`src/rtl/onehot_read_seq.sv`:
```
// Purpose : registered one-hot IDLE/READ/DLY/DONE read sequencer for a slow wait-state memory.
// Latency : go sampled at edge N -> READ@N, DLY@N+1, DONE@N+2, IDLE@N+3; each ws retry adds 2 cycles.
// Backpr. : no queueing; go is only honoured in IDLE. mem_ws stalls by re-strobing the read, up to TIMEOUT reads.
//
// Ports
//   clk_i        clock, rising edge
//   rst_ni       asynchronous active-low reset
//   go_i         start request (sampled in IDLE only)
//   addr_i       read address, latched when go is accepted
//   mem_rd_o     read strobe, high for each READ cycle
//   mem_addr_o   latched read address
//   mem_ws_i     memory wait state (sampled in DLY only)
//   mem_rdata_i  memory read data (captured in DLY when mem_ws_i==0)
//   rdata_o      captured read data, holds between reads
//   done_o       one-cycle completion pulse (DONE state)
//   err_o        timeout flag, sticky until the next accepted go
//   busy_o       high whenever the sequencer is not IDLE
//   state_o      one-hot state: IDLE=0001 READ=0010 DLY=0100 DONE=1000
module onehot_read_seq #(
  parameter int AW      = 8,
  parameter int DW      = 8,
  parameter int TIMEOUT = 15
) (
  input  logic          clk_i,
  input  logic          rst_ni,
  input  logic          go_i,
  input  logic [AW-1:0] addr_i,
  output logic          mem_rd_o,
  output logic [AW-1:0] mem_addr_o,
  input  logic          mem_ws_i,
  input  logic [DW-1:0] mem_rdata_i,
  output logic [DW-1:0] rdata_o,
  output logic          done_o,
  output logic          err_o,
  output logic          busy_o,
  output logic [3:0]    state_o
);

  // Retry counter must be able to hold TIMEOUT-1.
  localparam int CW = (TIMEOUT < 1) ? 1 : $clog2(TIMEOUT + 1);
  localparam logic [CW-1:0] RETRY_MAX = CW'(TIMEOUT - 1);

  typedef enum logic [3:0] {
    S_IDLE = 4'b0001,
    S_READ = 4'b0010,
    S_DLY  = 4'b0100,
    S_DONE = 4'b1000
  } state_e;

  state_e          state_q, state_d;
  logic [AW-1:0]   mem_addr_q, mem_addr_d;
  logic [DW-1:0]   rdata_q, rdata_d;
  logic [CW-1:0]   retry_q, retry_d;
  logic            err_q, err_d;
  logic            mem_rd_q, done_q, busy_q;

  // Next-state and datapath update.
  always_comb begin
    state_d    = state_q;
    mem_addr_d = mem_addr_q;
    rdata_d    = rdata_q;
    retry_d    = retry_q;
    err_d      = err_q;

    case (state_q)
      S_IDLE: begin
        if (go_i) begin
          state_d    = S_READ;
          mem_addr_d = addr_i;
          err_d      = 1'b0;
          retry_d    = '0;
        end
      end

      S_READ: begin
        state_d = S_DLY;
      end

      S_DLY: begin
        if (!mem_ws_i) begin
          state_d = S_DONE;
          rdata_d = mem_rdata_i;
        end else if (retry_q == RETRY_MAX) begin
          // Out of retries: finish without touching rdata so the previous
          // good value is still visible to the requester.
          state_d = S_DONE;
          err_d   = 1'b1;
        end else begin
          state_d = S_READ;
          retry_d = retry_q + 1'b1;
        end
      end

      S_DONE: begin
        state_d = S_IDLE;
      end

      // Corrupted (non one-hot) encoding: recover to IDLE, keep rdata/err.
      default: begin
        state_d = S_IDLE;
      end
    endcase
  end

  // State register and registered outputs. The strobe/pulse/busy flags are
  // decoded from the next state so they line up exactly with state_q.
  always_ff @(posedge clk_i or negedge rst_ni) begin
    if (!rst_ni) begin
      state_q    <= S_IDLE;
      mem_addr_q <= '0;
      rdata_q    <= '0;
      retry_q    <= '0;
      err_q      <= 1'b0;
      mem_rd_q   <= 1'b0;
      done_q     <= 1'b0;
      busy_q     <= 1'b0;
    end else begin
      state_q    <= state_d;
      mem_addr_q <= mem_addr_d;
      rdata_q    <= rdata_d;
      retry_q    <= retry_d;
      err_q      <= err_d;
      mem_rd_q   <= (state_d == S_READ);
      done_q     <= (state_d == S_DONE);
      busy_q     <= (state_d != S_IDLE);
    end
  end

  assign state_o    = state_q;
  assign mem_rd_o   = mem_rd_q;
  assign mem_addr_o = mem_addr_q;
  assign rdata_o    = rdata_q;
  assign done_o     = done_q;
  assign err_o      = err_q;
  assign busy_o     = busy_q;

endmodule

```
`config.mk`:
```
export PLATFORM = sky130hd
export DESIGN_NAME = onehot_read_seq
export DESIGN_NICKNAME = d
export VERILOG_FILES = /design/src/rtl/onehot_read_seq.sv
export SDC_FILE = /design/constraint.sdc
export NUM_CORES = 1
export LEC_CHECK = 0
export BUFFER_PORTS_ARGS = -buffer_cell sky130_fd_sc_hd__buf_2
export CELL_PAD_IN_SITES_DETAIL_PLACEMENT = 0
export CELL_PAD_IN_SITES_GLOBAL_PLACEMENT = 1
export CORE_MARGIN = 2
export CORE_UTILIZATION = 35
export DETAILED_ROUTE_END_ITERATION = 8
export HOLD_SLACK_MARGIN = 0.05
export PLACE_DENSITY_LB_ADDON = 0.1
export SETUP_SLACK_MARGIN = 0.02
export SLEW_MARGIN = 10
export SYNTH_ARGS = -nofsm -noshare
export SYNTH_HDL_FRONTEND = slang
export SYNTH_SLANG_ARGS = --single-unit
```
`constraint.sdc`:
```
create_clock -name clk_i -period 4.44 [get_ports clk_i]
set_input_delay 0.888 -clock clk_i [delete_from_list [all_inputs] [get_ports clk_i]]
set_output_delay 0.888 -clock clk_i [all_outputs]
set_load 0.005 [all_outputs]
```
# Word level (Yosys, flattened, before mapping)
# Cells that the tools add are included.
[op_classes]
addsub = 1
eq_ne = 11
n_mux = 12
bitwise_logic = 1
reduce_logical = 5
[ops]
columns = ["op", "count"]
rows = [
  ["4-bit 2-to-1 mux", 6],
  ["4-bit case mux with 3 select lines", 1],
  ["4-bit by 2-bit equality test with 1-bit output (second input constant)", 2],
  ["4-bit equality test (second input constant)", 2],
  ["2-bit != test (second input constant)", 4],
  ["4-bit case mux with 2 select lines", 1],
  ["4-bit AND reduction", 2],
  ["4-bit by 1-bit adder with 4-bit output (second input constant)", 1],
  ["4-bit by 1-bit equality test with 1-bit output (second input constant)", 1],
  ["4-bit by 3-bit equality test with 1-bit output (second input constant)", 1],
  ["4-bit by 1-bit != test with 1-bit output (second input constant)", 1],
  ["2-bit AND reduction", 2],
  ["1-bit 2-to-1 mux", 3],
  ["1-bit case mux with 2 select lines", 1],
  ["2-bit nonzero test", 1],
  ["1-bit inverter", 1],
]
[totals]
register_bits = 28
inputBits = 20
out_inout_bits = 24
elab_cells = 38

# Longest topological paths before layout
# Gate-level depths: netlist (run 1).
[logic_depth]
depth_word = 5
mapped_depth = 6
ltp_nobuf = 6

# Worst setup path after synthesis (run 1)
# OpenSTA, ideal clock, no wires.
[synth_path]
path_type = "input to register"
startpoint = "in mem_ws_i"
endpoint = "reg retry_q[2]"
setup_ps = 121
t_arrival_ps = 1738
t_required_ps = 4319
setup_slack_ps = 2581
path_stages = 3
path_buffers = 1
path_cell_list = "buf_1 > a32oi_1 > a22o_1"
[synth_via]
elab_chain_len = 2
[synth_rtl]
columns = ["element", "line", "text"]
rows = [
  ["start, declared", "30", "input logic mem_ws_i,"],
  ["2-bit != test (no line)", "--", ""],
  ["4-bit AND reduction (no line)", "--", ""],
  ["end signal, assigned", "121", "retry_q <= retry_d;"],
  ["end, declared", "53", "logic [CW-1:0] retry_q, retry_d;"],
]
# No other way between the ends.
# A chain may end at the register's enable or synchronous reset.

# Worst setup path in the final report (run 1)
[layout_path]
startpoint = "reg state_q[0], in the netlist state_o[0]"
endpoint = "out state_o[0]"
[layout_lines]
columns = ["element", "line", "text"]
rows = [
  ["start, declared", "50", "state_e state_q, state_d;"],
  ["start signal, assigned", "118", "state_q <= state_d;"],
  ["end, declared", "36", "output logic [3:0] state_o"],
]
# No word-level cell between the ends.

==> results of run 1 <==
state kept, by name, summed over array words and instances (netlist names):
signal and count:
rdata_o 8, retry_q 4, err_o 1, state_o 4, done_o 1, mem_rd_o 1, busy_o 1, mem_addr_o 8
area by class of cell:
cell class	count	area [um^2]	share of cell area [%]
clock buffer	4	36.3	2.47
inverter	5	18.8	1.28
multi-input combinational	51	437	29.8
sequential	28	702	47.9
tap	46	57.6	3.92
timing repair buffer	43	215	14.7
worst min path at each step:
stage | to | slack (ns) | cells past startpoint
floorplan | rdata_o[0] | 0.48 | 1
global route | rdata_o[4] | 0.52 | 1
finish | rdata_o[7] | 0.50 | 1
global placement | rdata_o[4] | 0.46 | 1
CTS | rdata_o[7] | 0.50 | 1
detailed placement | rdata_o[7] | 0.47 | 1
layer usage:
layer | GRT usage [%] | vias to the layer above | routed length, um | part of all wire (%)
met1 | 16.2 | 393 | 965 | 45
met3 | 4.97 | 2 | 163 | 7.6
met2 | 19.9 | 28 | 1010 | 47
met5 | 0 | - | 0 | 0
met4 | 2.74 | 0 | 12 | 0.56
li1 | - | 401 | - | -
metrics by stage:
step | hold WS, ns | setup WS [ns]
after floorplan | 0.483 | 2.58
after global placement | 0.462 | 2.54
after detailed placement | 0.470 | 2.53
after CTS | 0.503 | 2.50
after global routing | 0.520 | 2.43
final | 0.498 | 2.52
power by group through the flow:
stage	clock network [mW]	registers [mW]	logic [mW]
finish	0.118	0.405	0.263
global route	0.140	0.420	0.298
CTS	0.126	0.407	0.269
detailed placement	0	0.411	0.269
global placement	0	0.410	0.265
floorplan	0	0.419	0.135
layout by cell type, fill, tap and decap left out:
cell type  synthesis  layout
o21a_1             1       1
nor4b_1            1       1
a32oi_1            1       1
or2b_1             1       1
o31ai_1            1       1
nand3_1            5       5
clkbuf_8           0       1
nand2b_1           1       1
or3_1              3       3
dfstp_2            1       1
buf_2              0      43
and2_1             1       1
inv_2              1       1
o211ai_2           1       1
a22o_1             1       1
nor4b_2            2       2
a41oi_1            1       1
dfrtp_1           27      27
ha_1               2       2
clkbuf_4           0       3
mux2_1            16      16
nand2_1            4       4
o21ai_0            2       2
nor2_8             1       1
a21oi_1            4       4
o22ai_1            1       1
inv_1              4       4
nor2_1             1       1
kinds of logic after synthesis:
group	Yosys count	share of synthesized area (%)
flops	28	59.5
simple gates	20	12.0
mux	16	15.3
compound gates	13	7.64
buf+inv	8	3.50
fa+ha+maj	2	2.12
==> results.toml, run 1 <==
[sta]
final_max_slew_viol_count = 0
hold_violations = 0
max_freq_mhz = 522
maxSlewHeadroom_pct = 60.4
finalSetupTns_ns = 0
rsz0062_at_grt = "no"
skew_ns = 0.00719
period_share_pct = 43.2
period_minus_slack_ns = 1.92
setup_viol = 0
max_slew.worst_pin.slew_ns = 0.593

[worst_setup_path]
cp_max_fo = 6
r2r_end = "mem_addr_o[5]"
cp.depth = 1
timing.reg2reg.setup_slack_ns = 2.54
worst_path_max_delay_cell = "dfstp_2"
worstPathCellList = "buf_2"
cp.required_ns = 3.55
critPathMaxStageDelay_ns = 0.59
cp-startpoint = "state_o[0]"
r2r_cells = 3
worstSetupEndpoint = "state_o[0]"
r2r_start = "state_o[0]"
critPathBufInv = 1
critical_path_class = "reg2out"
path_delay_family = "flip-flops"
endpoint_kind = "output port"
startpoint_type = "flip-flop"
cp_data_arrival_time_ns = 1.03

[route]
drtPass1Iterations = 4
drtIter0Drc = 23
postRouteAntennaNets = 0
vias_per_cell = 4.66
routedWlPerCell_um = 12.1
vias = 824
drt_wl_total_mm = 2.15
route.detailed.drc = 0

[final_layout]
layout.cells.non_filler = 177
design_area_mm2 = 0.00147
area_growth_syn_to_layout_pct = 24.3
antenna_cells = 0
nFillCells = 326
finish.utilization_pct = 44.6
drive_gt1_share_pct = 40.5
nNetsFinal = 154

[grt]
grt_pass1_wl_mm = 3.48
grt_max_degree = 29
antenna_found_initial = 0
grt_usage_pct = 12.5
grt_overflow = 0
grt_pass1_vias = 784

[clock_network]
hold_buffers = 0
htreeDepth = 1
clock_latency_ns = 0.32
path_clk_slew_ns = 0.14
clock-sinks = 28
clk_path_buf_depth = 2
cts_tree = "done"
cts_buffers = 3
cts_setup_buffers = 0
cts_root_buf = "clkbuf_4"
cts_resized = 0

[synthesis]
yosys.area.top_type_share_pct = 57.3
synthTopCellsByArea = "dfrtp_1 (57%), mux2_1 (15%), nor4b_2 (2.5%)"
ys_seq_elements = 28
synth_area_mm2 = 0.00118
ys_types = 28
yosysWarnings = 0
yosysMostFrequentCell = "dfrtp_1"
synth_commonest_cells = "dfrtp_1 (27), mux2_1 (16), nand3_1 (5)"
synth-edff-count = 0
synthArstFlopShare_pct = 100
synth_area_per_cell_um2 = 13.6
syn_nets = 109
synth-main-ff-cell = "dfrtp_1"
yosys.area.top_type = "dfrtp_1"
syn-instance-count = 87
seq_area_frac_synth_pct = 59.5

[die]
initial_core_util_pct = 35.9
io_pins = 44
die_x_um = 62.1
row_count = 21
fp.dieH_um = 62.1
core_mm2 = 0.00328
dieArea_mm2 = 0.00385

[power]
netSwitchingFraction_pct = 30.3
internal_power_mw = 0.548
p_sw_mw = 0.238
power_mw = 0.786
comb_power_share_pct = 33.5
p_seq_share_pct = 51.6
powerDensity_mw_per_mm2 = 536
clockPowerShare_pct = 15.0
peakVddDrop_mv = 0.242
leakage_nw = 0.738

[flow_run]
drv_cap = 0

[min_path]
min_from = "rdata_o[7]"
hold_class = "reg2reg"

[placement]
gp_congestion = 0.742
dpl_cell_area_mm2 = 0.00143
io_buffers = 43
dp_hpwl_mm = 1.62
place_inst = 173

[status]
status = "finished clean"
Note: power is estimated with default switching activity, not from simulation.
==> run 2: changes to the inputs <==
- CORE_UTILIZATION: 35 -> 33
- clock period: 4.44 -> 1.6 ns (I/O delays scaled with it)
==> run 2 against run 1 <==
  * Register-to-register slack got worse by 2.5 ns
  * Critical path depth rose by 3
  * Via count rose by 14%
  * Clock power rose to 2.9 times the previous value
  * Core utilization rose by 6.9 points
  * Clock-buffer cell count did not move
  * Setup slack got worse by 2.5 ns
  * Wire length rose by 22%
  * Total power rose to 3.4 times the previous value
  * Cell area rose by 19%
  * Clock skew rose by 0.0057 ns
  * Critical path type is now reg2reg
  * Critical endpoint is now rdata_o[1]
  * Largest power group is now combinational logic
==> results.toml, run 2 (synthesized netlist as in run 1, its figures left out) <==
[sta]
rsz0062_at_grt = "yes"
max_slew.worst_pin.slew_ns = 0.623
final_max_slew_viol_count = 0
maxSlewHeadroom_pct = 58.5
max_freq_mhz = 627
period_share_pct = 99.6
setup_viol = 0
hold_violations = 0
skew_ns = 0.0129
period_minus_slack_ns = 1.59
fin_ws_ns = 0.00594

[clock_network]
clock_latency_ns = 0.33
path_clk_slew_ns = 0.15
cts_tree = "done"
htreeDepth = 1
cts_buffers = 3
clk_path_buf_depth = 2
clock-sinks = 28
cts_root_buf = "clkbuf_4"

[power]
internal_power_mw = 1.90
p_sw_mw = 0.787
peakVddDrop_mv = 0.889
netSwitchingFraction_pct = 29.3
leakage_nw = 0.901
p_seq_share_pct = 41.7
powerDensity_mw_per_mm2 = 1540
comb_power_share_pct = 45.8
power_mw = 2.69
clockPowerShare_pct = 12.6

[worst_setup_path]
worst_path_max_delay_cell = "dfrtp_1"
r2r_cells = 4
worstPathCellList = "buf_4, or3_4, nor2_8, mux2_4"
endpoint_kind = "flip-flop"
timing.reg2reg.setup_slack_ns = 0.006
cp.required_ns = 1.83
critPathMaxStageDelay_ns = 0.43
critPathBufInv = 1
cp_data_arrival_time_ns = 1.83
r2r_start = "state_o[3]"
cp_max_fo = 8
r2r_end = "rdata_o[1]"
critical_path_class = "reg2reg"
startpoint_type = "flip-flop"
path_delay_family = "simple AND/OR/NAND/NOR gates"

[die]
row_count = 21
core_mm2 = 0.00339
fp.dieH_um = 63.8
die_x_um = 63.8
initial_core_util_pct = 34.8
io_pins = 44
dieArea_mm2 = 0.00407

[final_layout]
layout.cells.non_filler = 198
area_growth_syn_to_layout_pct = 48.1
layout.cells.most_common = "buf_2"
nFillCells = 323
seq_area_um2 = 702
finish.utilization_pct = 51.6
nNetsFinal = 175
layout_common_cells = "buf_2 (43), dfrtp_1 (27), buf_4 (19)"
drive_gt1_share_pct = 60.5
antenna_cells = 0
multiInputGateArea_um2 = 546

[grt]
antenna_found_initial = 0
grt_max_degree = 29
grt_overflow = 0
grt_pass1_vias = 899
grt_usage_pct = 12.9
grt_pass1_wl_mm = 4.12

[status]
status = "finished clean"

[route]
drtPass1Iterations = 4
route.detailed.drc = 0
vias = 940
vias_per_cell = 4.75
drtIter0Drc = 29
routedWlPerCell_um = 13.2
postRouteAntennaNets = 0
drt_wl_total_mm = 2.62

[flow_run]
drv_cap = 0

[placement]
io_buffers = 43
gp_congestion = 0.682
dp_hpwl_mm = 1.79
place_inst = 185
dpl_worst_slack_ns = -0.0719

[min_path]
min_to = "mem_addr_o[6]"
hold_class = "in2reg"
whs_path_depth = 2
min_from = "addr_i[6]"
[run 2: cell count changes in the layout (fill, tap and decap cells not counted), moves of 2 or more]
cell and delta:
buf_4 +19, mux2_1 -14, nor4b_2 -2, or3_1 -2, mux2_4 +14, nor4b_4 +2, or3_4 +2
[run 2: worst max-delay path by stage]
stage,from,endpoint,slack [ns],depth (start not counted)
after floorplan,state_o[0],rdata_o[0],0.05,5
final,state_o[3],rdata_o[1],0.006,4
after CTS,state_o[1],err_o,0.02,6
after detailed placement,state_o[1],retry_q[2],-0.07,4
after global placement,state_o[1],retry_q[2],-0.03,4
after global routing,state_o[3],err_o,-0.04,6
[run 2: layout make-up]
type / instances / area share (%)
well taps: 46 / 3.29
clock buffers: 4 / 2.08
multi-input cells: 51 / 31.2
repair buffers: 64 / 22.2
inverters: 5 / 1.07
flip-flops and latches: 28 / 40.2
[run 2: stage by stage]
| step | setup TNS, ns | hold WS, ns | area, um^2 |
|---|---|---|---|
| floorplan | 0 | 0.0244 | 1190 |
| global placement | -0.0283 | 0.366 | 1540 |
| detailed placement | -0.383 | 0.375 | 1540 |
| CTS | 0 | 0.193 | 1620 |
| global route | -0.348 | 0.197 | 1750 |
| finish | 0 | 0.205 | 1750 |
[run 2: metal layers]
metal	track usage [%]	vias up	part of all wire (%)
met2	23.0	31	51
met5	0	-	0
li1	-	437	-
met3	3.17	4	5.2
met4	2.45	0	1.1
met1	15.8	468	42
[run 2: power groups by stage]
stage / logic (mW) / clock network (mW) / registers [mW]
3_5_place_dp: 0.946 / 0 / 1.12
2_1_floorplan: 0.390 / 0 / 1.17
6_report: 1.23 / 0.338 / 1.12
3_3_place_gp: 0.928 / 0 / 1.11
4_1_cts: 0.975 / 0.353 / 1.11
5_1_grt: 1.33 / 0.376 / 1.16
[run 2: what timing repair did]
action | in CTS | in global routing
setup buffers | 1 | 7
endpoints found under the hold margin | 27 | 0
hold buffers | 1 | 0
pin swaps | 1 | 8
setup endpoints to repair | 13 | 19
resized for setup | 3 | 18
[run 2: worst register-to-register path: stages (launching register included)]
cell	delay (ns)
dfrtp_1	0.43
buf_4	0.14
or3_4	0.37
nor2_8	0.23
mux2_4	0.32
==> run 3: changes to the inputs <==
- ABC_AREA: not set -> 1
- CORE_UTILIZATION: 33 -> 31
==> run 3 against run 2 <==
  * Sequential cell count did not move
  * Clock skew fell by 0.0070 ns
  * Combinational power fell by 34%
  * Sequential share of layout area rose by 5.0 points
  * Clock power rose by 62%
  * Non-clock buffer count fell by 20
  * Critical endpoint is now retry_q[3]
==> results.toml, run 3 <==
[synthesis]
yosys.area.top_type_share_pct = 56.0
synth_area_per_cell_um2 = 8.87
synth_compound_area_share_pct = 3.01
synth-main-ff-cell = "dfrtp_1"
syn_nets = 158
synthArstFlopShare_pct = 100
synth_area_mm2 = 0.00121
ys_seq_elements = 28
yosys.area.top_type = "dfrtp_1"
yosysMostFrequentCell = "nand2_1"
yosysWarnings = 0
synth_xor_area_share_pct = 0.726
ys_types = 21
synthMuxAreaShare_pct = 0
synth_fa_ha_area_share_pct = 2.07
syn-instance-count = 136
synth-edff-count = 0
synth_top_family_by_area = "simple AND/OR/NAND/NOR gates"
synth_commonest_cells = "nand2_1 (63), dfrtp_1 (27), inv_1 (11), nand3_1 (6), nor2_2 (5)"
synthTopCellsByArea = "dfrtp_1 (56%), nand2_1 (20%), inv_1 (3.4%)"
yosys.area_share.simple_pct = 30.8
seq_area_frac_synth_pct = 58.2

[sta]
holdWs_ns = 0.0506
final_max_slew_viol_count = 0
finalSetupTns_ns = 0
max_slew.worst_pin.slew_ns = 0.616
period_minus_slack_ns = 1.43
maxSlewHeadroom_pct = 58.9
fin_ws_ns = 0.169
period_share_pct = 89.4
hold_violations = 0
max_freq_mhz = 699
rsz0062_at_grt = "no"
setup_viol = 0
skew_ns = 0.00596

[final_layout]
layout_common_cells = "nand2_1 (63), buf_2 (43), dfrtp_1 (27)"
area_growth_syn_to_layout_pct = 28.7
nNetsFinal = 206
antenna_cells = 0
drive_gt1_share_pct = 35.0
layout.cells.most_common = "nand2_1"
finish.utilization_pct = 42.1

[die]
core_mm2 = 0.00369
io_pins = 44
row_count = 22
initial_core_util_pct = 32.7
die_x_um = 66.4
fp.dieH_um = 66.4
dieArea_mm2 = 0.00441

[route]
drt_wl_total_mm = 2.46
drtPass1Iterations = 4
postRouteAntennaNets = 0
vias = 980
routedWlPerCell_um = 10.6
route.detailed.drc = 0
vias_per_cell = 4.24
drtIter0Drc = 56

[grt]
antenna_found_initial = 0
grt_pass1_wl_mm = 4.16
grt_overflow = 0
grt_max_degree = 29
grt_pass1_vias = 906
grt_usage_pct = 12.6

[clock_network]
htreeDepth = 1
clock_latency_ns = 0.27
cts_tree = "done"
cts_setup_buffers = 0
clock-sinks = 28
path_clk_slew_ns = 0.10
cts_resized = 0
clk_path_buf_depth = 2
cts_root_buf = "clkbuf_8"
hold_buffers = 0
cts_buffers = 3

[worst_setup_path]
critical_path_class = "reg2reg"
endpoint_kind = "flip-flop"
worst_path_max_delay_cell = "dfstp_2"
cp_max_fo = 9
cp.required_ns = 1.76
cpMostUsedCell = "nor2_2"
critPathMaxStageDelay_ns = 0.56
cp_data_arrival_time_ns = 1.59
worstPathCellList = "inv_1, nor2_2, nand3_2, inv_4, nor2_2, nand2_1, o21ai_1"
startpoint_type = "flip-flop"

[power]
powerDensity_mw_per_mm2 = 1600
p_seq_share_pct = 45.2
peakVddDrop_mv = 0.544
clockPowerShare_pct = 22.1
p_sw_mw = 0.807
internal_power_mw = 1.67
comb_power_share_pct = 32.7
leakage_nw = 0.912
power_mw = 2.48
netSwitchingFraction_pct = 32.6

[placement]
gp_congestion = 0.786
dp_hpwl_mm = 1.88
dpl_worst_slack_ns = 0.193
io_buffers = 43

[status]
status = "finished clean"

[flow_run]
drv_cap = 0

[min_path]
hold_class = "in2async"
run 3: cell families (layout without fill, tap and decap cells):
family,after synthesis,in the layout
AOI/OAI and AO/OA,6,6
xor gates and xnor gates,1,1
adders and majority gates,2,2
buffers and inverters,15,62
DFF,28,28
and+or+nand+nor,84,84
run 3: path summary, 6_finish.rpt:
| check | start | end | slack, ns | depth (start not counted) |
|---|---|---|---|---|
| worst max-delay path | state_o[0] | retry_q[3] | 0.17 | 7 |
| worst min-delay path | rst_ni | mem_addr_o[5] | 0.05 | 1 |
| worst min register to register | err_o | err_o | 0.47 | 2 |
| min in group clk_i | addr_i[3] | mem_addr_o[3] | 0.24 | 3 |
| max in group asynchronous | rst_ni | rdata_o[0] | 1.14 | 1 |
| worst max register to register | state_o[0] | retry_q[3] | 0.17 | 7 |
run 3: layer usage:
layer	GRT usage [%]	share of wire, %
met5	0	0
met4	4.59	0.81
met3	2.39	5.9
met2	19.1	47
met1	17.7	46
run 3: per-stage QoR:
step / instance area, um^2 / std cells
after floorplan: 1210 / 136
after global placement: 1480 / 227
after detailed placement: 1480 / 227
after CTS: 1550 / 231
after global routing: 1550 / 231
final: 1550 / 231
run 3: final cells by class:
type	count	area, um^2
inverters	14	55.1
multi-input cells	93	442
flip-flops and latches	28	702
clock buffers	3	41.3
clock inverters	1	30.0
fillers	383	2140
repair buffers	44	223
well taps	48	60.1
run 3: critical path: cells and delay by family, from the launching register on:
kind                   cells  cell delay (ns)
DFF                        1             0.56
and+or+nand+nor            4             0.48
buffers and inverters      2             0.23
AOI/OAI and AO/OA          1             0.05
run 3: power groups by stage:
stage / clock [mW] / combinational (mW) / sequential (mW)
finish: 0.549 / 0.810 / 1.12
global route: 0.602 / 0.955 / 1.16
CTS: 0.566 / 0.829 / 1.13
detailed placement: 0 / 0.825 / 1.14
global placement: 0 / 0.829 / 1.13
floorplan: 0 / 0.426 / 1.16
